## src/rtl/seq_pkg.sv

```systemverilog
// seq_pkg: state codes, opcodes and bus/enable bit indices for instr_sequencer
package seq_pkg;
  typedef enum logic [3:0] {
    IDLE  = 4'd0,
    FETCH = 4'd1,
    LOADI = 4'd2,
    T1    = 4'd3,
    T2    = 4'd4,
    T3    = 4'd5
  } state_t;
  typedef enum logic [1:0] {
    OP_MV  = 2'b00,
    OP_MVI = 2'b01,
    OP_ADD = 2'b10,
    OP_XOR = 2'b11
  } opcode_t;
  localparam int ROUT_G   = 8;
  localparam int ROUT_EXT = 9;
  localparam int ROUT_ROM = 10;
  localparam int REN_G    = 8;
  localparam int REN_A    = 9;
  localparam int REN_ISR  = 10;
  localparam int REN_PCR  = 11;
endpackage

```

## src/rtl/regsel_decoder.sv

```systemverilog
// regsel_decoder: 3-bit register index to 8-bit one-hot select
module regsel_decoder (
  input  logic [2:0] sel,
  output logic [7:0] onehot
);
  assign onehot = 8'b1 << sel;
endmodule

```

## src/rtl/instr_sequencer.sv

```systemverilog
// instr_sequencer: control FSM for mv/mvi/add/xor; SEQ_SINGLE_STEP_EN adds a step input
module instr_sequencer
  import seq_pkg::*;
(
  input  logic        clock,
  input  logic        resetnot,
  input  logic        run,
`ifdef SEQ_SINGLE_STEP_EN
  input  logic        step,
`endif
  input  logic [15:0] q_rom,
  input  logic [15:0] isr,
  output logic [15:0] rout,
  output logic [15:0] ren,
  output logic        addxor,
  output logic        increment,
  output logic        done,
  output logic [3:0]  currstate,
  output logic [3:0]  nextstate
);
  state_t st, ns;
  opcode_t op;
  logic [7:0] rx_oh, ry_oh;
  logic start, cont, unused_ok;
  assign op = opcode_t'(isr[15:14]);
  assign unused_ok = ^{q_rom, isr[7:0]};
  regsel_decoder u_rx (.sel(isr[13:11]), .onehot(rx_oh));
  regsel_decoder u_ry (.sel(isr[10:8]),  .onehot(ry_oh));
`ifdef SEQ_SINGLE_STEP_EN
  logic run_q;
  always_ff @(posedge clock or negedge resetnot)
    if (!resetnot) run_q <= 1'b0;
    else run_q <= run;
  assign start = step ? run & ~run_q : run;
  assign cont  = run & ~step;
`else
  assign start = run;
  assign cont  = run;
`endif
  always_ff @(posedge clock or negedge resetnot)
    if (!resetnot) st <= IDLE;
    else st <= ns;
  always_comb begin
    rout = '0;
    ren = '0;
    addxor = 1'b0;
    increment = 1'b0;
    done = 1'b0;
    ns = IDLE;
    case (st)
      IDLE: ns = start ? FETCH : IDLE;
      FETCH: begin
        increment = 1'b1;
        ns = LOADI;
      end
      LOADI: begin
        rout[ROUT_ROM] = 1'b1;
        ren[REN_ISR] = 1'b1;
        ns = T1;
      end
      T1: case (op)
        OP_MV: begin
          rout[7:0] = ry_oh;
          ren[7:0] = rx_oh;
          done = 1'b1;
        end
        OP_MVI: begin
          rout[ROUT_ROM] = 1'b1;
          ren[7:0] = rx_oh;
          increment = 1'b1;
          done = 1'b1;
        end
        default: begin
          rout[7:0] = rx_oh;
          ren[REN_A] = 1'b1;
          ns = T2;
        end
      endcase
      T2: begin
        rout[7:0] = ry_oh;
        ren[REN_G] = 1'b1;
        addxor = isr[14];
        ns = T3;
      end
      T3: begin
        rout[ROUT_G] = 1'b1;
        ren[7:0] = rx_oh;
        done = 1'b1;
      end
      default: ns = IDLE;
    endcase
    if (done) ns = cont ? FETCH : IDLE;
  end
  assign currstate = st;
  // nextstate is forced to IDLE while reset is held so every output reads 0
  assign nextstate = resetnot ? ns : IDLE;
endmodule
```

## config.mk

```make
export PLATFORM = sky130hd
export DESIGN_NAME = instr_sequencer
export DESIGN_NICKNAME = d
export VERILOG_FILES = /design/src/rtl/seq_pkg.sv /design/src/rtl/regsel_decoder.sv /design/src/rtl/instr_sequencer.sv
export SDC_FILE = /design/constraint.sdc
export NUM_CORES = 1
export LEC_CHECK = 0
export CAP_MARGIN = 10
export CORE_UTILIZATION = 30
export CTS_CLUSTER_DIAMETER = 100
export DETAILED_ROUTE_END_ITERATION = 6
export GPL_TIMING_DRIVEN = 1
export PLACE_DENSITY = 0.92
export SYNTH_ARGS = -nofsm -noshare
export SYNTH_HDL_FRONTEND = slang
export SYNTH_SLANG_ARGS = --single-unit
```

## constraint.sdc

```tcl
create_clock -name clock -period 2.9 [get_ports clock]
set_input_delay 0.87 -clock clock [delete_from_list [all_inputs] [get_ports clock]]
set_output_delay 0.87 -clock clock [all_outputs]
set_load 0.02 [all_outputs]
```

==> results of run 1 <==
## what timing repair did
item / CTS / global route
gates resized for setup: 68 / 12
gates cloned: 0 / 0
pin swaps: 4 / 2
hold buffers: 0 / 0
endpoints found under the setup margin: 24 / 9
buffers inserted: 2 / 1
hold endpoints to repair: 0 / 0
## Yosys cell counts, types with 2 or more instances
| master | instances |
|---|---|
| sky130_fd_sc_hd__nor3_2 | 3 |
| sky130_fd_sc_hd__and2_1 | 5 |
| sky130_fd_sc_hd__nand3b_1 | 6 |
| sky130_fd_sc_hd__a21oi_1 | 2 |
| sky130_fd_sc_hd__nand3_1 | 3 |
| sky130_fd_sc_hd__nor2_1 | 9 |
| sky130_fd_sc_hd__clkbuf_1 | 2 |
| sky130_fd_sc_hd__nand2b_1 | 6 |
| sky130_fd_sc_hd__nand2_1 | 3 |
| sky130_fd_sc_hd__o22ai_2 | 3 |
| sky130_fd_sc_hd__dfrtp_1 | 3 |
| sky130_fd_sc_hd__or3b_2 | 2 |
| sky130_fd_sc_hd__inv_1 | 3 |
| sky130_fd_sc_hd__o21ai_2 | 2 |
| sky130_fd_sc_hd__buf_4 | 14 |
| sky130_fd_sc_hd__buf_6 | 2 |
| sky130_fd_sc_hd__o32ai_1 | 2 |
## worst max path at each step
stage	startpoint	endpoint	slack (ns)	cells after the start
after detailed placement	isr[15]	rout[6]	-0.72	6
after CTS	isr[9]	rout[4]	0.02	5
final	isr[9]	rout[4]	0.02	5
after floorplan	isr[11]	rout[1]	0.1	3
after global routing	isr[11]	ren[4]	-0.04	5
after global placement	isr[15]	rout[2]	-0.70	5
## layout make-up
type / instances / area, sq um / area share
clock buffer: 4 / 26.3 / 0.0217
multi-input combinational: 74 / 556 / 0.460
timing repair buffer: 62 / 504 / 0.417
inverter: 3 / 11.3 / 0.00932
tap: 28 / 35.0 / 0.0290
sequential: 3 / 76.3 / 0.0631
## metrics by stage
step	cells	setup slack, ns	utilization	hold WS (ns)	setup TNS (ns)
global route	174	-0.0395	0.546	0.722	-0.0638
finish	174	0.0247	0.546	0.666	0
global placement	167	-0.700	0.542	0.623	-12.64
detailed placement	167	-0.716	0.542	0.643	-13.30
floorplan	98	0.0993	-	0.574	0
CTS	173	0.0235	0.542	0.571	0
## report_power, final
| part | switching, mW | internal, mW |
|---|---|---|
| clock network | 0.0236 | 0.0517 |
| registers | 0.0581 | 0.0644 |
| logic | 0.331 | 0.305 |
## layer usage
layer | vias up | track usage | wire length (um)
met5 | - | 0 | 0
met4 | 0 | 0.0833 | 30
met3 | 4 | 0.0273 | 89
met2 | 26 | 0.329 | 1150
met1 | 376 | 0.174 | 724
li1 | 391 | - | -
## logic make-up after synthesis
logic type | Yosys count | share of synthesized area
DFF | 3 | 0.106
buffers and inverters | 21 | 0.206
xor gates and xnor gates | 1 | 0.0123
AOI/OAI and AO/OA | 14 | 0.217
other | 1 | 0.00528
and+or+nand+nor | 46 | 0.454
## critical path: cells and delay by family
| kind | cells | cell delay [ns] |
|---|---|---|
| compound gates | 1 | 0.14 |
| buf+inv | 3 | 0.53 |
| simple gates | 1 | 0.47 |
==> out/qor.txt, run 1 <==
======================================================================================
Maximum number of pins on one net before global-route repair                        11
Final-report hold violation count                                                    0
Max VDD drop                                                                  0.578 mV
Final std cell area, no fill                                                1210 sq um
Slack of the worst reg-to-reg path                                             1.68 ns
Result of the run                                                         finished, final reports clean
Number of flops mapped to enable cells by yosys                                      0
Drt first pass iters                                                                 4
Worst setup skew after layout                                               0.00141 ns
Max H-tree Level                                                                     1
Clk Latency, worst-skew pair                                                   0.24 ns
Number of flip-flops under the largest register name                                 3
Leading post-synthesis cells by cell area                                 sky130_fd_sc_hd__buf_4 15%, sky130_fd_sc_hd__dfrtp_1 11%, sky130_fd_sc_hd__nand3b_1 6.3%
Starting Density                                                                 0.321
Net total in the final layout                                                      182
Ordered list of cells on the worst path                                   dlygate4sd2_1 -> buf_4 -> or3b_2 -> o21ai_2 -> buf_6
Leakage                                                                       0.611 nW
Fraction of final layout cells sized beyond drive strength 1                     0.411
I/O Pins                                                                            78
First-pass GRT wire length                                                     3.30 mm
Fmax achieved                                                                  348 MHz
Kind of end point of the critical path                                    primary output
Source of the worst hold timing path                                      currstate[2]
Cell row count                                                                      17
Worst reg2reg path depth                                                             3
Synthesized flop and latch total                                                     3
TritonCTS Buffers                                                                    3
Crit-path max FO                                                                     6
Highest-delay cell along the critical path                                sky130_fd_sc_hd__or3b_2
Final weighted congestion in routability-driven placement                        0.820
# diodes                                                                             0
Yosys warning count                                                                  0
Commonest cells after routing, fill and taps aside                        22 x sky130_fd_sc_hd__buf_4, 18 x sky130_fd_sc_hd__dlygate4sd2_1, 13 x sky130_fd_sc_hd__conb_1
Delay of the slowest cell on the worst path                                    0.47 ns
Cell count of the worst hold path                                                    1
Drt total wl                                                                   2.00 mm
Area growth from synthesis to final layout                                       70.1%
Die height                                                                     50.7 um
Horizontal die dimension                                                       50.7 um
RSZ-0062 raised after global routing                                               yes
Netlist area before placement                                                711 sq um
Cell area after placement                                                   1200 sq um
Post-Synthesis Mean Instance Area                                           8.26 sq um
Detailed Route Iter0 Violations                                                     17
Global routing usage summed across all routing layers                            0.171
Pwr/cell area                                                              690 nW/um^2
Arrival time reported for the critical path endpoint                           2.01 ns
Share of flip-flops with an asynchronous set or reset after synthesis             1.00
Clock-pin slew of the registers on the worst-case setup and hold paths         0.04 ns
Remaining design rule violation count                                                0
Top FF cell, synth                                                        sky130_fd_sc_hd__dfrtp_1
Area share of the largest cell type after synthesis                              0.148
Share of the yosys chip area belonging to registers                              0.106
Total gr overflow                                                                    0
Reg2reg end                                                               currstate[0]
# setup viols final                                                                  0
Worst hold path type                                                           reg2reg
Number of global-route vias before repair                                          761
Clock Tree Buf Depth                                                                 2
Critical path launch point type                                             input port
Via count                                                                          797
Number of pins exceeding their max-slew limit in the final report                    0
Initial antenna violation count                                                      0
Number of max-capacitance violations reported                                        0
Worst path required time                                                       2.03 ns
Overall power of the completed layout                                         0.834 mW
HPWL reported at the end of detailed placement                                 1.62 mm
Via density per instance                                                          4.58
R2r startpoint                                                            currstate[0]
Count of buffers inserted at the top-level ports                                    40
CTS sink cnt                                                                         3
Hold path endpoint                                                        currstate[1]
Most common cell after layout, fill and taps aside                        sky130_fd_sc_hd__buf_4
Root Buffer                                                               sky130_fd_sc_hd__clkbuf_4
Library cell occupying the most area in the post-synthesis netlist        sky130_fd_sc_hd__buf_4
Std-Cell Core Area                                                          2210 sq um
Kind of critical path                                                           in2out
Area of the die                                                             2570 sq um
Post-layout minimum cycle time                                                 2.88 ns
Share of the cycle needed by the critical path after routing                     0.991
Mapped Cells                                                                        86
DRT antenna net count                                                                0
Clock tree from TritonCTS                                                        built
Mean routed wirelength per cell                                                11.5 um
Number of distinct standard cells referenced by the synthesized netlist             33
Fillcell total                                                                     227
======================================================================================
(Power assumes the default switching activity.)
==> run 2: changes to the inputs <==
Settings changed: GPL_TIMING_DRIVEN 1 to 0, REMOVE_ABC_BUFFERS set to 1.
==> out/qor.txt, run 2 (synthesis gave the netlist of run 1 again) <==
=====================================================================================
Critical path launch point type                                            input port
Fraction of final layout cells sized beyond drive strength 1                    0.346
Net total in the final layout                                                     166
Remaining design rule violation count                                               0
Maximum number of pins on one net before global-route repair                       14
Post-layout minimum cycle time                                                2.86 ns
Max VDD drop                                                                 0.446 mV
Fillcell total                                                                    220
Result of the run                                                        finished, final reports clean
Origin of the worst setup path                                                isr[12]
Detailed Route Iter0 Violations                                                    13
Area of the die                                                            2570 sq um
TritonCTS Buffers                                                                   3
Arrival time reported for the critical path endpoint                          1.99 ns
RSZ-0062 raised after global routing                                               no
Number of max-capacitance violations reported                                       0
Highest-delay cell along the critical path                               sky130_fd_sc_hd__clkdlybuf4s15_1
Share of the cycle needed by the critical path after routing                    0.986
Cell row count                                                                     17
Logic depth of the worst path, buffers included                                     5
Via density per instance                                                         4.56
Fmax achieved                                                                 350 MHz
Crit-path max FO                                                                    8
Reg2reg end                                                              currstate[0]
Total gr overflow                                                                   0
I/O Pins                                                                           78
Clock Tree Buf Depth                                                                2
Clock-pin slew of the registers on the worst-case setup and hold paths        0.04 ns
First-pass GRT wire length                                                    2.84 mm
Die height                                                                    50.7 um
# diodes                                                                            0
Worst setup skew after layout                                             0.000278 ns
Kind of end point of the critical path                                   primary output
Mean routed wirelength per cell                                               11.1 um
Max H-tree Level                                                                    1
Horizontal die dimension                                                      50.7 um
Worst path buffer plus inverter count                                               2
Number of global-route vias before repair                                         643
R2r startpoint                                                           currstate[0]
Final weighted congestion in routability-driven placement                       0.758
Root Buffer                                                              sky130_fd_sc_hd__clkbuf_4
Count of buffers inserted at the top-level ports                                   40
Initial antenna violation count                                                     0
Overall power of the completed layout                                        0.832 mW
DRT antenna net count                                                               0
CTS sink cnt                                                                        3
Std-Cell Core Area                                                         2210 sq um
Via count                                                                         721
Number of flip-flops under the largest register name                                3
Critical path's top delay family                                         buffers and inverters
Slack of the worst reg-to-reg path                                            1.58 ns
Starting Density                                                                0.321
Area growth from synthesis to final layout                                      58.6%
Global routing usage summed across all routing layers                           0.144
Drt total wl                                                                  1.76 mm
Ordered list of cells on the worst path                                  clkdlybuf4s15_1 -> nand2_1 -> nor3_1 -> o21bai_2 -> clkdlybuf4s15_2
Worst hold path type                                                          reg2reg
Commonest cells after routing, fill and taps aside                       14 x sky130_fd_sc_hd__dlygate4sd2_1, 13 x sky130_fd_sc_hd__conb_1, 10 x sky130_fd_sc_hd__clkdlybuf4s50_1
Critical path capture point                                                   rout[6]
Clock tree from TritonCTS                                                       built
Most common cell after layout, fill and taps aside                       sky130_fd_sc_hd__dlygate4sd2_1
Kind of critical path                                                          in2out
Final-report hold violation count                                                   0
HPWL reported at the end of detailed placement                                1.38 mm
Worst path required time                                                      2.03 ns
# setup viols final                                                                 0
Drt first pass iters                                                                4
Number of pins exceeding their max-slew limit in the final report                   0
Clk Latency, worst-skew pair                                                  0.23 ns
Hold_ws                                                                      0.698 ns
Leakage                                                                      0.526 nW
Worst reg2reg path depth                                                            4
Delay of the slowest cell on the worst path                                   0.32 ns
Pwr/cell area                                                             738 nW/um^2
=====================================================================================
## run 2: cell types whose count changed in the layout (fill, tap and decap cells not counted), sizes merged
cell and change:
buf -20, clkdlybuf4s50 +2, clkdlybuf4s15 +6, dlygate4sd2 -4
## run 2: timing repair
item / CTS / global route
setup endpoints to repair: 24 / 11
hold buffers: 0 / 0
pin swaps: 3 / 3
setup buffers: 4 / 2
gates resized for setup: 64 / 12
## run 2: through the flow
step | cells | cell area, sq um | TNS [ns] | util | setup slack, ns
2_1_floorplan | 80 | 621 | 0 | - | 0.300
3_3_place_gp | 148 | 1060 | -13.89 | 0.477 | -0.749
3_5_place_dp | 148 | 1060 | -14.28 | 0.477 | -0.754
4_1_cts | 156 | 1100 | 0 | 0.499 | 0.00723
5_1_grt | 158 | 1130 | 0 | 0.510 | 0.00238
6_report | 158 | 1130 | 0 | 0.510 | 0.0420
## run 2: per-layer routing
layer  global-route usage  wire length (um)  vias up
li1                     -                 -      362
met1                0.165               728      327
met2                0.262               884       32
met3               0.0303               146        0
met4               0.0417                 0        0
met5                    0                 0        -
## run 2: cell type report
class / instances / area, sq um / area share
inverter: 3 / 11.3 / 0.00999
sequential: 3 / 77.6 / 0.0688
tap: 28 / 35.0 / 0.0311
multi-input combinational: 74 / 551 / 0.488
timing repair buffer: 46 / 427 / 0.378
clock buffer: 4 / 26.3 / 0.0233
## run 2: worst min-delay path by stage
stage	endpoint	from	slack (ns)	cells after the start
floorplan	currstate[0]	resetnot	0.57	0
detailed placement	currstate[1]	currstate[2]	0.68	1
CTS	currstate[1]	currstate[2]	0.69	1
global route	currstate[1]	currstate[2]	0.75	1
finish	currstate[1]	currstate[2]	0.70	1
global placement	currstate[1]	currstate[2]	0.64	1
## run 2: report_power, final
part           total [mW]  internal [mW]  switching, mW
Sequential          0.149         0.0654         0.0831
Clock              0.0720         0.0515         0.0205
Combinational       0.611          0.308          0.303
Total               0.832          0.425          0.407
==> run 3: changes to the inputs <==
Settings changed: GPL_ROUTABILITY_DRIVEN set to 0.
==> results of run 3 <==
Same layout as run 2: the final DEF is identical, and so are final timing and power.
